## src/rtl/uart_tx_pkg.sv

```systemverilog
// Shared definitions for the UART transmitter: FSM encoding, register map
// offsets, STATUS bit positions and default parameter values.
package uart_tx_pkg;

  typedef enum logic [1:0] {
    ST_IDLE  = 2'd0,
    ST_START = 2'd1,
    ST_DATA  = 2'd2,
    ST_STOP  = 2'd3
  } tx_state_e;

  localparam int DEF_CLK_DIV    = 434;
  localparam int DEF_FIFO_DEPTH = 4;
  localparam int DEF_CNT_W      = 16;
  localparam int BITS_PER_CHAR  = 8;

  localparam logic [3:0] REG_TXDATA = 4'h0;
  localparam logic [3:0] REG_STATUS = 4'h4;
  localparam logic [3:0] REG_CTRL   = 4'h8;

  localparam int STAT_FULL_BIT = 0;
  localparam int STAT_IDLE_BIT = 1;
  localparam int STAT_OVF_BIT  = 2;

  // Assembles the STATUS register image from the individual flags.
  function automatic logic [7:0] pack_status(input logic full, input logic idle,
                                             input logic ovf);
    logic [7:0] v_status;
    v_status                = 8'h00;
    v_status[STAT_FULL_BIT] = full;
    v_status[STAT_IDLE_BIT] = idle;
    v_status[STAT_OVF_BIT]  = ovf;
    return v_status;
  endfunction

endpackage

```

## src/rtl/uart_tx_fifo.sv

```systemverilog
// Synchronous first-word-fall-through FIFO holding bytes queued for transmission.
// A push while full is ignored even when a pop happens in the same cycle.
module uart_tx_fifo
  import uart_tx_pkg::*;
#(
  parameter int DEPTH = DEF_FIFO_DEPTH,
  parameter int WIDTH = 8,
  localparam int AW = $clog2(DEPTH),
  localparam int CW = AW + 1
) (
  input  logic             clk,
  input  logic             reset,
  input  logic             push,
  input  logic [WIDTH-1:0] wdata,
  input  logic             pop,
  output logic [WIDTH-1:0] rdata,
  output logic             full,
  output logic             empty,
  output logic [CW-1:0]    count
);

  logic [WIDTH-1:0] r_mem [DEPTH];
  logic [AW-1:0]    r_wr_ptr;
  logic [AW-1:0]    r_rd_ptr;
  logic [CW-1:0]    r_count;
  logic             w_push_ok;
  logic             w_pop_ok;

  assign full      = (r_count == CW'(DEPTH));
  assign empty     = (r_count == {CW{1'b0}});
  assign count     = r_count;
  assign rdata     = r_mem[r_rd_ptr];
  assign w_push_ok = push & ~full;
  assign w_pop_ok  = pop & ~empty;

  // Pointer and occupancy tracking; pointers wrap naturally at the power-of-2 depth.
  always_ff @(posedge clk or negedge reset) begin
    if (!reset) begin
      r_wr_ptr <= {AW{1'b0}};
      r_rd_ptr <= {AW{1'b0}};
      r_count  <= {CW{1'b0}};
    end else begin
      if (w_push_ok) begin
        r_wr_ptr <= r_wr_ptr + AW'(1);
      end
      if (w_pop_ok) begin
        r_rd_ptr <= r_rd_ptr + AW'(1);
      end
      case ({w_push_ok, w_pop_ok})
        2'b10:   r_count <= r_count + CW'(1);
        2'b01:   r_count <= r_count - CW'(1);
        default: r_count <= r_count;
      endcase
    end
  end

  // Storage array, written only on an accepted push.
  always_ff @(posedge clk) begin
    if (w_push_ok) begin
      r_mem[r_wr_ptr] <= wdata;
    end
  end

endmodule

```

## src/rtl/uart_tx.sv

```systemverilog
// UART 8N1 transmitter: bytes written into a FIFO are serialised LSB first on txd.
// Raises a level interrupt when enabled and the transmitter has fully drained.
module uart_tx
  import uart_tx_pkg::*;
#(
  parameter int CLK_DIV    = DEF_CLK_DIV,
  parameter int FIFO_DEPTH = DEF_FIFO_DEPTH,
  parameter int CNT_W      = DEF_CNT_W
) (
  input  logic       clk,
  input  logic       reset,
  input  logic       tx_wr,
  input  logic [7:0] tx_data,
  input  logic       tx_irq_en,
  input  logic       tx_ovf_clr,
  output logic       txd,
  output logic       tx_full,
  output logic       tx_idle,
  output logic       tx_ovf,
  output logic       tx_irq
);

  localparam int FIFO_CW = $clog2(FIFO_DEPTH) + 1;
  localparam logic [CNT_W-1:0] BAUD_RELOAD = CNT_W'(CLK_DIV - 1);

  tx_state_e          r_state;
  tx_state_e          w_state_nxt;
  logic [CNT_W-1:0]   r_baud;
  logic [CNT_W-1:0]   w_baud_nxt;
  logic [2:0]         r_bit;
  logic [2:0]         w_bit_nxt;
  logic [7:0]         r_shift;
  logic [7:0]         w_shift_nxt;
  logic               r_txd;
  logic               w_txd_nxt;
  logic               r_ovf;
  logic               w_pop;
  logic               w_tick;
  logic               w_fifo_avail;
  logic               w_fifo_full;
  logic               w_fifo_empty;
  logic [7:0]         w_fifo_rdata;
  logic [FIFO_CW-1:0] w_fifo_count;

  uart_tx_fifo #(
    .DEPTH (FIFO_DEPTH),
    .WIDTH (BITS_PER_CHAR)
  ) u_fifo (
    .clk   (clk),
    .reset (reset),
    .push  (tx_wr),
    .wdata (tx_data),
    .pop   (w_pop),
    .rdata (w_fifo_rdata),
    .full  (w_fifo_full),
    .empty (w_fifo_empty),
    .count (w_fifo_count)
  );

  assign w_tick       = (r_baud == {CNT_W{1'b0}});
  assign w_fifo_avail = (w_fifo_count != {FIFO_CW{1'b0}});

  // State register together with the bit-timing datapath and the registered line.
  always_ff @(posedge clk or negedge reset) begin
    if (!reset) begin
      r_state <= ST_IDLE;
      r_baud  <= {CNT_W{1'b0}};
      r_bit   <= 3'd0;
      r_shift <= 8'h00;
      r_txd   <= 1'b1;
    end else begin
      r_state <= w_state_nxt;
      r_baud  <= w_baud_nxt;
      r_bit   <= w_bit_nxt;
      r_shift <= w_shift_nxt;
      r_txd   <= w_txd_nxt;
    end
  end

  // Next-state logic; a pop is requested whenever a new frame is launched.
  always_comb begin
    w_state_nxt = r_state;
    w_pop       = 1'b0;
    case (r_state)
      ST_IDLE: begin
        if (w_fifo_avail) begin
          w_state_nxt = ST_START;
          w_pop       = 1'b1;
        end else begin
          w_state_nxt = ST_IDLE;
        end
      end
      ST_START: begin
        if (w_tick) begin
          w_state_nxt = ST_DATA;
        end else begin
          w_state_nxt = ST_START;
        end
      end
      ST_DATA: begin
        if (w_tick && (r_bit == 3'd7)) begin
          w_state_nxt = ST_STOP;
        end else begin
          w_state_nxt = ST_DATA;
        end
      end
      ST_STOP: begin
        if (w_tick && w_fifo_avail) begin
          w_state_nxt = ST_START;
          w_pop       = 1'b1;
        end else if (w_tick) begin
          w_state_nxt = ST_IDLE;
        end else begin
          w_state_nxt = ST_STOP;
        end
      end
      default: begin
        w_state_nxt = ST_IDLE;
      end
    endcase
  end

  // Datapath and line level; txd is computed from the next state so it is registered.
  always_comb begin
    w_baud_nxt  = r_baud;
    w_bit_nxt   = r_bit;
    w_shift_nxt = r_shift;
    if (w_pop) begin
      w_baud_nxt  = BAUD_RELOAD;
      w_bit_nxt   = 3'd0;
      w_shift_nxt = w_fifo_rdata;
    end else if ((r_state != ST_IDLE) && w_tick) begin
      w_baud_nxt = BAUD_RELOAD;
      if (r_state == ST_DATA) begin
        w_bit_nxt   = r_bit + 3'd1;
        w_shift_nxt = {1'b0, r_shift[7:1]};
      end else begin
        w_bit_nxt = 3'd0;
      end
    end else if (r_state != ST_IDLE) begin
      w_baud_nxt = r_baud - CNT_W'(1);
    end else begin
      w_baud_nxt = r_baud;
    end

    case (w_state_nxt)
      ST_START: w_txd_nxt = 1'b0;
      ST_DATA:  w_txd_nxt = w_shift_nxt[0];
      default:  w_txd_nxt = 1'b1;
    endcase
  end

  // Sticky overflow: a dropped write takes priority over a same-cycle clear.
  always_ff @(posedge clk or negedge reset) begin
    if (!reset) begin
      r_ovf <= 1'b0;
    end else if (tx_wr && w_fifo_full) begin
      r_ovf <= 1'b1;
    end else if (tx_ovf_clr) begin
      r_ovf <= 1'b0;
    end else begin
      r_ovf <= r_ovf;
    end
  end

  assign txd     = r_txd;
  assign tx_full = w_fifo_full;
  assign tx_idle = w_fifo_empty & (r_state == ST_IDLE);
  assign tx_ovf  = r_ovf;
  assign tx_irq  = tx_irq_en & tx_idle;

endmodule
```

## config.mk

```make
export PLATFORM = sky130hd
export DESIGN_NAME = uart_tx
export DESIGN_NICKNAME = d
export VERILOG_FILES = /design/src/rtl/uart_tx_pkg.sv /design/src/rtl/uart_tx_fifo.sv /design/src/rtl/uart_tx.sv
export SDC_FILE = /design/constraint.sdc
export NUM_CORES = 1
export LEC_CHECK = 0
export CAP_MARGIN = 20
export CORE_MARGIN = 10
export CORE_UTILIZATION = 45
export CTS_BUF_LIST = sky130_fd_sc_hd__clkbuf_16
export DETAILED_ROUTE_END_ITERATION = 8
export SYNTH_ARGS = -nofsm -noshare
export SYNTH_HDL_FRONTEND = slang
export SYNTH_SLANG_ARGS = --single-unit
```

## constraint.sdc

```tcl
create_clock -name clk -period 3.9 [get_ports clk]
set_clock_uncertainty 0.15 [all_clocks]
set_input_delay 0.39 -clock clk [delete_from_list [all_inputs] [get_ports clk]]
set_output_delay 0.39 -clock clk [all_outputs]
set_load 0.05 [all_outputs]
```

# After elaboration in Yosys (flattened, before gate mapping)
# Memory sizes are Yosys's and may differ from the RTL's.
# Index checks and enable logic that the tools add are counted.
[word_totals] inputBits=13 ram_bits=32 ff_bits=38 word_cells=71 output_inout_bits=5 mem_count=1
[op_classes] eq_ne=9 n_bitwise=6 n_addsub=6 mux=24 reduce_logical=15
[mem_list] memory="u_fifo.r_mem" depth=4 width=8 read_ports=1 rd_clocked_by_memory_dff=0 write_ports=1 line_no="uart_tx_fifo.sv:22" source="logic [WIDTH-1:0] r_mem [DEPTH];"
[ops] cell="$mux W16" count=3
[ops] cell="$mux W8" count=3
[ops] cell="$logic_not A16 Y1" count=1
[ops] cell="$sub A16 B1 Y16 const B" count=1
[ops] cell="$reduce_bool A2 Y1" count=5
[ops] cell="$mux W3" count=3
[ops] cell="$eq A2 B2 Y1 const B" count=4
[ops] cell="$mux W1" count=8
[ops] cell="$pmux W2 S4" count=1
[ops] cell="$add A3 B1 Y3 const B" count=2
[ops] cell="$eq A2 B1 Y1 const B" count=3
[ops] cell="$eq A3 B3 Y1 const B" count=2
[ops] cell="$mux W2" count=3
[ops] cell="$pmux W3 S2" count=1
[ops] cell="$reduce_bool A3 Y1" count=2
[ops] cell="$add A2 B1 Y2 const B" count=2
[ops] cell="$and A1 B1 Y1" count=4
[ops] cell="$logic_and A1 B1 Y1" count=4
[ops] cell="$pmux W1 S2" count=2
[ops] cell="$logic_not A3 Y1" count=1
[ops] cell="$sub A3 B1 Y3 const B" count=1
[ops] cell="$logic_not A2 Y1" count=1
[ops] cell="$not A1 Y1" count=2
[ops] cell="$reduce_and A2 Y1" count=1

# Logic depth before layout (Yosys ltp)
[logic_depth] ltp_word=7 mapped_depth=13 depth_no_buf=12

# By module
# A second synthesis with hierarchy kept.
[unflattened] hier_cells=245 hier_area_um2=3383.2
[by_module_without_submodules] mod="uart_tx" n_inst=1 cells_each=166 seq_area_each_um2=777.0 area_each_um2=1790.5
[by_module_without_submodules] mod="uart_tx_fifo" n_inst=1 cells_each=79 seq_area_each_um2=1136.1 area_each_um2=1592.8

# Worst setup path after synthesis
# No wires, ideal clock.
[synth_path] path_type="flip-flop to flip-flop" startpoint="register r_baud[0]" endpoint="register u_fifo.r_count[2], in the netlist u_fifo.count[2]" period_less_slack_ns=2.811 slack_ns=1.089 n_path_buf=1 required_ns=3.671 t_arrival_ns=2.582 stages_incl_launch_ff=14 setup_ns=0.079 cell_sequence="dfrtp_1 > inv_1 > ha_1 > nor3b_1 > and4_1 > o21ai_1 > inv_1 > buf_2 > ha_1 > inv_1 > fa_1 > xor2_1 > nor2_1 > xor2_1"
[synth_via] elab_chain_cells=7 word_cells_on_any_way=9 cone_classes="eq/ne: 2; mux: 3; bitwise: 1; reduce/logical: 3"
[synth_rtl] element="start: declaration" line_no="uart_tx.sv:28" source="logic [CNT_W-1:0] r_baud;"
[synth_rtl] element="start signal: assignment" line_no="uart_tx.sv:67" source="r_baud <= {CNT_W{1'b0}};"
[synth_rtl] element="start signal: assignment" line_no="uart_tx.sv:73" source="r_baud <= w_baud_nxt;"
[synth_rtl] element="$logic_not A16 Y1 (*)" line_no="uart_tx.sv:60" source="assign w_tick = (r_baud == {CNT_W{1'b0}});"
[synth_rtl] element="$logic_and A1 B1 Y1 (*)" line_no="uart_tx.sv:108" source="if (w_tick && w_fifo_avail) begin"
[synth_rtl] element="$mux W1 (*)" line_no="uart_tx.sv:108"
[synth_rtl] element="$pmux W1 S2 (*)" line_no="uart_tx.sv:84" source="case (r_state)"
[synth_rtl] element="$and A1 B1 Y1 (*)" line_no="uart_tx_fifo.sv:34" source="assign w_pop_ok = pop & ~empty;"
[synth_rtl] element="net u_fifo.w_pop_ok" line_no="uart_tx_fifo.sv:27" source="logic w_pop_ok;"
[synth_rtl] element="$eq A2 B1 Y1 or $eq A2 B2 Y1 (tied branches)" line_no="uart_tx_fifo.sv:49" source="case ({w_push_ok, w_pop_ok})"
[synth_rtl] element="$pmux W3 S2 or $reduce_bool A2 Y1 (tied branches)"
[synth_rtl] element="end signal: assignment" line_no="uart_tx_fifo.sv:50" source="2'b10: r_count <= r_count + CW'(1);"
[synth_rtl] element="end signal: assignment" line_no="uart_tx_fifo.sv:51" source="2'b01: r_count <= r_count - CW'(1);"
[synth_rtl] element="end signal: assignment" line_no="uart_tx_fifo.sv:52" source="default: r_count <= r_count;"
[synth_rtl] element="end: declaration" line_no="uart_tx_fifo.sv:25" source="logic [CW-1:0] r_count;"
# The timed path passes the listed nets; every way through them passes the cells marked *.
# A chain may end at the register's enable or synchronous reset.

# Worst setup path in the final report
[layout_path] startpoint="register r_baud[0]" endpoint="register u_fifo.r_count[2], in the netlist u_fifo.count[2]"
[layout_via] elab_chain_cells=7 word_cells_on_any_way=9 cone_classes="eq/ne: 2; mux: 3; bitwise: 1; reduce/logical: 3"
[layout_rtl] element="$logic_not A16 Y1 (*)" line_no="uart_tx.sv:60"
[layout_rtl] element="$logic_and A1 B1 Y1 (*)" line_no="uart_tx.sv:108"
[layout_rtl] element="$mux W1 (*)" line_no="uart_tx.sv:108"
[layout_rtl] element="$pmux W1 S2 (*)" line_no="uart_tx.sv:84"
[layout_rtl] element="$and A1 B1 Y1 (*)" line_no="uart_tx_fifo.sv:34"
[layout_rtl] element="$eq A2 B1 Y1 or $eq A2 B2 Y1 (tied branches)" line_no="uart_tx_fifo.sv:49"
[layout_rtl] element="$pmux W3 S2 or $reduce_bool A2 Y1 (tied branches)"
# Every way passes the cells marked *; elsewhere a longest branch is shown, timed or not.

==> results.md <==
* NetSw at 0.867 mW
* Final hold slack at 0.0203 ns
* Post-Syn Nets at 274
* RSZ-0062 raised after global routing: false
* Sw Ratio at 33.6%
* Avg Cell Area, Syn at 13.2 um^2
* H-tree depth at 3
* Power Density at 681 nW/um^2
* Worst-margin pin slew at 0.894 ns
* Area of the multi-input gates at 1250 um^2
* Ys flop type: dfrtp_1
* Drt wl/cell at 15.2 um
* CP Class: reg -> reg
* Setup TNS Final at 0 ns
* Starting DRT DRC Count at 38
* N_diodes at 0
* Internal power at 1.71 mW
* Starting Density at 47.2%
* TritonRoute pass-1 iters at 4
* RR Startpoint: r_baud[0]
* Slew HR at 40.0%
* Max-cap viol count at 0
* FF-to-FF End: u_fifo.count[2]
* GRT overflow at 0
* Routed Wire Length at 5.59 mm
* Die area at 11000 um^2
* Result of the run: complete, no violations
* Clk root buf: clkbuf_16
* CP Max Fanout at 16
* Die X-Extent at 105 um
* Vias in the first global route at 1954
* Clock Tree Buf Depth at 2
* Clock power share at 29.7%
* R2R Setup Slk at 0.73 ns
* Hold Crit Class: in -> async
* Core ar. at 6910 um^2
* Post-CTS sizing at 0
* Seq pwr share at 44.1%
* Crit end category: register
* Register area at 1910 um^2
* TritonCTS clock tree: yes
* Clock latency on the worst-skew pair at 0.33 ns
* Flops & latches, synth at 70
* GPL Wtd Cong at 0.763
* Post-CTS Hold Buffers at 0
* DRC errors left at 0
* Count of cell types in the netlist at 53
* Clock-pin slew on the worst setup and hold paths at 0.06 ns
* Fin crit share at 81.4%
* Slew Viols, Final at 0
* First-pass GRT wire length at 9.46 mm
* Fmax at 315 MHz
* Die height at 105 um
* Hold Vio Cnt, Final at 0
* Number of core rows at 30
* Endpoints failing setup at 0
* Worst Reg-to-Reg Cells at 13
* Leak at 1.53 nW
* Seq/Total Area, Yosys at 58.7%
* Comb power frac at 26.2%
* # clock sinks at 70
* Initial antenna violation count at 0
* Maximum VDD drop at 0.413 mV
* Asr flop ratio synth at 54.3%
* Antenna viol nets, final at 0
* CTS Buf Count at 9
* Post-detail-place hpwl at 3.89 mm
* Fill cells at 615
* Setup Fix Bufs, Post-CTS at 0
* IO buf count at 17
* Num ports at 18
* Power after layout at 2.58 mW
* Post-synth EDFFs at 32
* Yosys warnings at 0
* Crit path time final at 3.17 ns
* Setup crit start kind: register
* Via count at 1907
* Routed vias/inst at 5.18
* All-Layer GR Usage at 10.7%
* Post-Synthesis Cells at 246
* Final net count at 295
* Share of cells above drive strength 1 at 13.6%
* Critical Path RT at 4.00 ns
* Largest net degree at the start of global routing at 39
* Layout area overhead at 16.4%
* CP arrival at 3.28 ns
* Post-Syn Area at 3260 um^2
## cell usage in the layout (no fill, tap or decap), types with 5 or more instances in the layout
cell	instances
ha_1	14
mux4_2	8
inv_1	14
edfxtp_1	32
mux2i_1	5
nor2_1	17
xor2_1	10
nand2_1	17
clkdlybuf4s50_1	16
clkbuf_16	9
xnor2_1	6
o21ai_0	10
and2_1	5
dfrtp_1	37
a21oi_1	6
## worst max-delay path by stage
stage	from	end	slack [ns]
3_3_place_gp	r_baud[0]	u_fifo.count[2]	0.83
6_report	r_baud[0]	u_fifo.count[2]	0.73
2_1_floorplan	r_baud[0]	u_fifo.count[2]	1.09
4_1_cts	r_baud[0]	u_fifo.count[2]	0.69
3_5_place_dp	r_baud[0]	u_fifo.count[2]	0.71
5_1_grt	r_baud[0]	u_fifo.count[2]	0.40
## synthesized netlist by cell type (2+ instances only)
cell | count | area share, %
edfxtp_1 | 32 | 30
nor2b_1 | 2 | 0.38
ha_1 | 14 | 5.4
xor2_1 | 10 | 2.7
a211oi_1 | 2 | 0.46
nand2_1 | 17 | 2.0
nor2_1 | 17 | 2.0
or3_1 | 2 | 0.38
or4_1 | 3 | 0.69
dfrtp_1 | 37 | 28
o21ai_1 | 3 | 0.46
nand3_1 | 2 | 0.31
a22o_1 | 2 | 0.54
nor4_4 | 2 | 1.3
and2_1 | 5 | 0.96
and3_1 | 2 | 0.38
xnor2_1 | 6 | 1.6
nor4_1 | 2 | 0.38
o31ai_1 | 3 | 0.69
o21a_1 | 2 | 0.46
inv_1 | 14 | 1.6
buf_2 | 4 | 0.61
clkbuf_1 | 2 | 0.23
mux2_2 | 2 | 0.69
nor4b_1 | 2 | 0.54
a21oi_1 | 6 | 0.92
mux4_2 | 8 | 5.5
o21ai_0 | 10 | 1.5
nand4_1 | 3 | 0.58
nor3_1 | 3 | 0.46
mux2i_1 | 5 | 1.5
## final cells by class
type | count | share of cell area (%)
Sequential cell | 70 | 50.5
Multi-Input combinational cell | 154 | 32.9
Clock buffer | 9 | 5.94
Timing Repair Buffer | 18 | 4.56
Tap cell | 96 | 3.17
Clock inverter | 7 | 1.52
Inverter | 14 | 1.39
## power by group through the flow
stage / registers (mW) / logic [mW] / clock network, mW
5_1_grt: 1.17 / 0.763 / 0.814
4_1_cts: 1.14 / 0.690 / 0.786
3_5_place_dp: 1.16 / 0.687 / 0
6_report: 1.14 / 0.676 / 0.766
3_3_place_gp: 1.15 / 0.679 / 0
2_1_floorplan: 1.12 / 0.537 / 0
## layer usage
layer | routed length [um] | track usage, %
met3 | 203 | 3.56
met4 | 113 | 5.00
met1 | 2510 | 12.4
met5 | 0 | 0
met2 | 2760 | 17.5
## cells by family after synthesis
group / share of synthesized area, %
xor+xnor: 4.30
flops: 58.7
simple gates: 12.9
fa+ha+maj: 5.99
buf+inv: 2.92
compound gates: 7.38
mux: 7.76
## registers in the layout (all words and copies together), names as in the netlist
register / flops
u_fifo.r_mem: 32
r_baud: 16
r_shift: 8
r_bit: 3
u_fifo.count: 3
r_state: 2
u_fifo.r_rd_ptr: 2
u_fifo.r_wr_ptr: 2
tx_ovf: 1
txd: 1
## critical path, stage by stage (launching register included)
cell,delay [ns]
dfrtp_1,0.44
inv_1,0.13
ha_1,0.15
nor3b_1,0.23
and4_1,0.22
buf_4,0.18
o21ai_1,0.14
inv_1,0.36
ha_1,0.26
inv_1,0.06
fa_1,0.37
xor2_1,0.15
nor2_1,0.11
xor2_1,0.15
## metrics by stage
stage	utilization (%)	std cells	worst slack [ns]	area [um^2]
floorplan	-	246	1.09	3260
global placement	50.8	352	0.827	3510
detailed placement	50.8	352	0.712	3510
CTS	54.9	368	0.691	3790
global route	54.9	368	0.400	3790
finish	54.9	368	0.726	3790
Note: power is estimated with default switching activity, not from simulation.
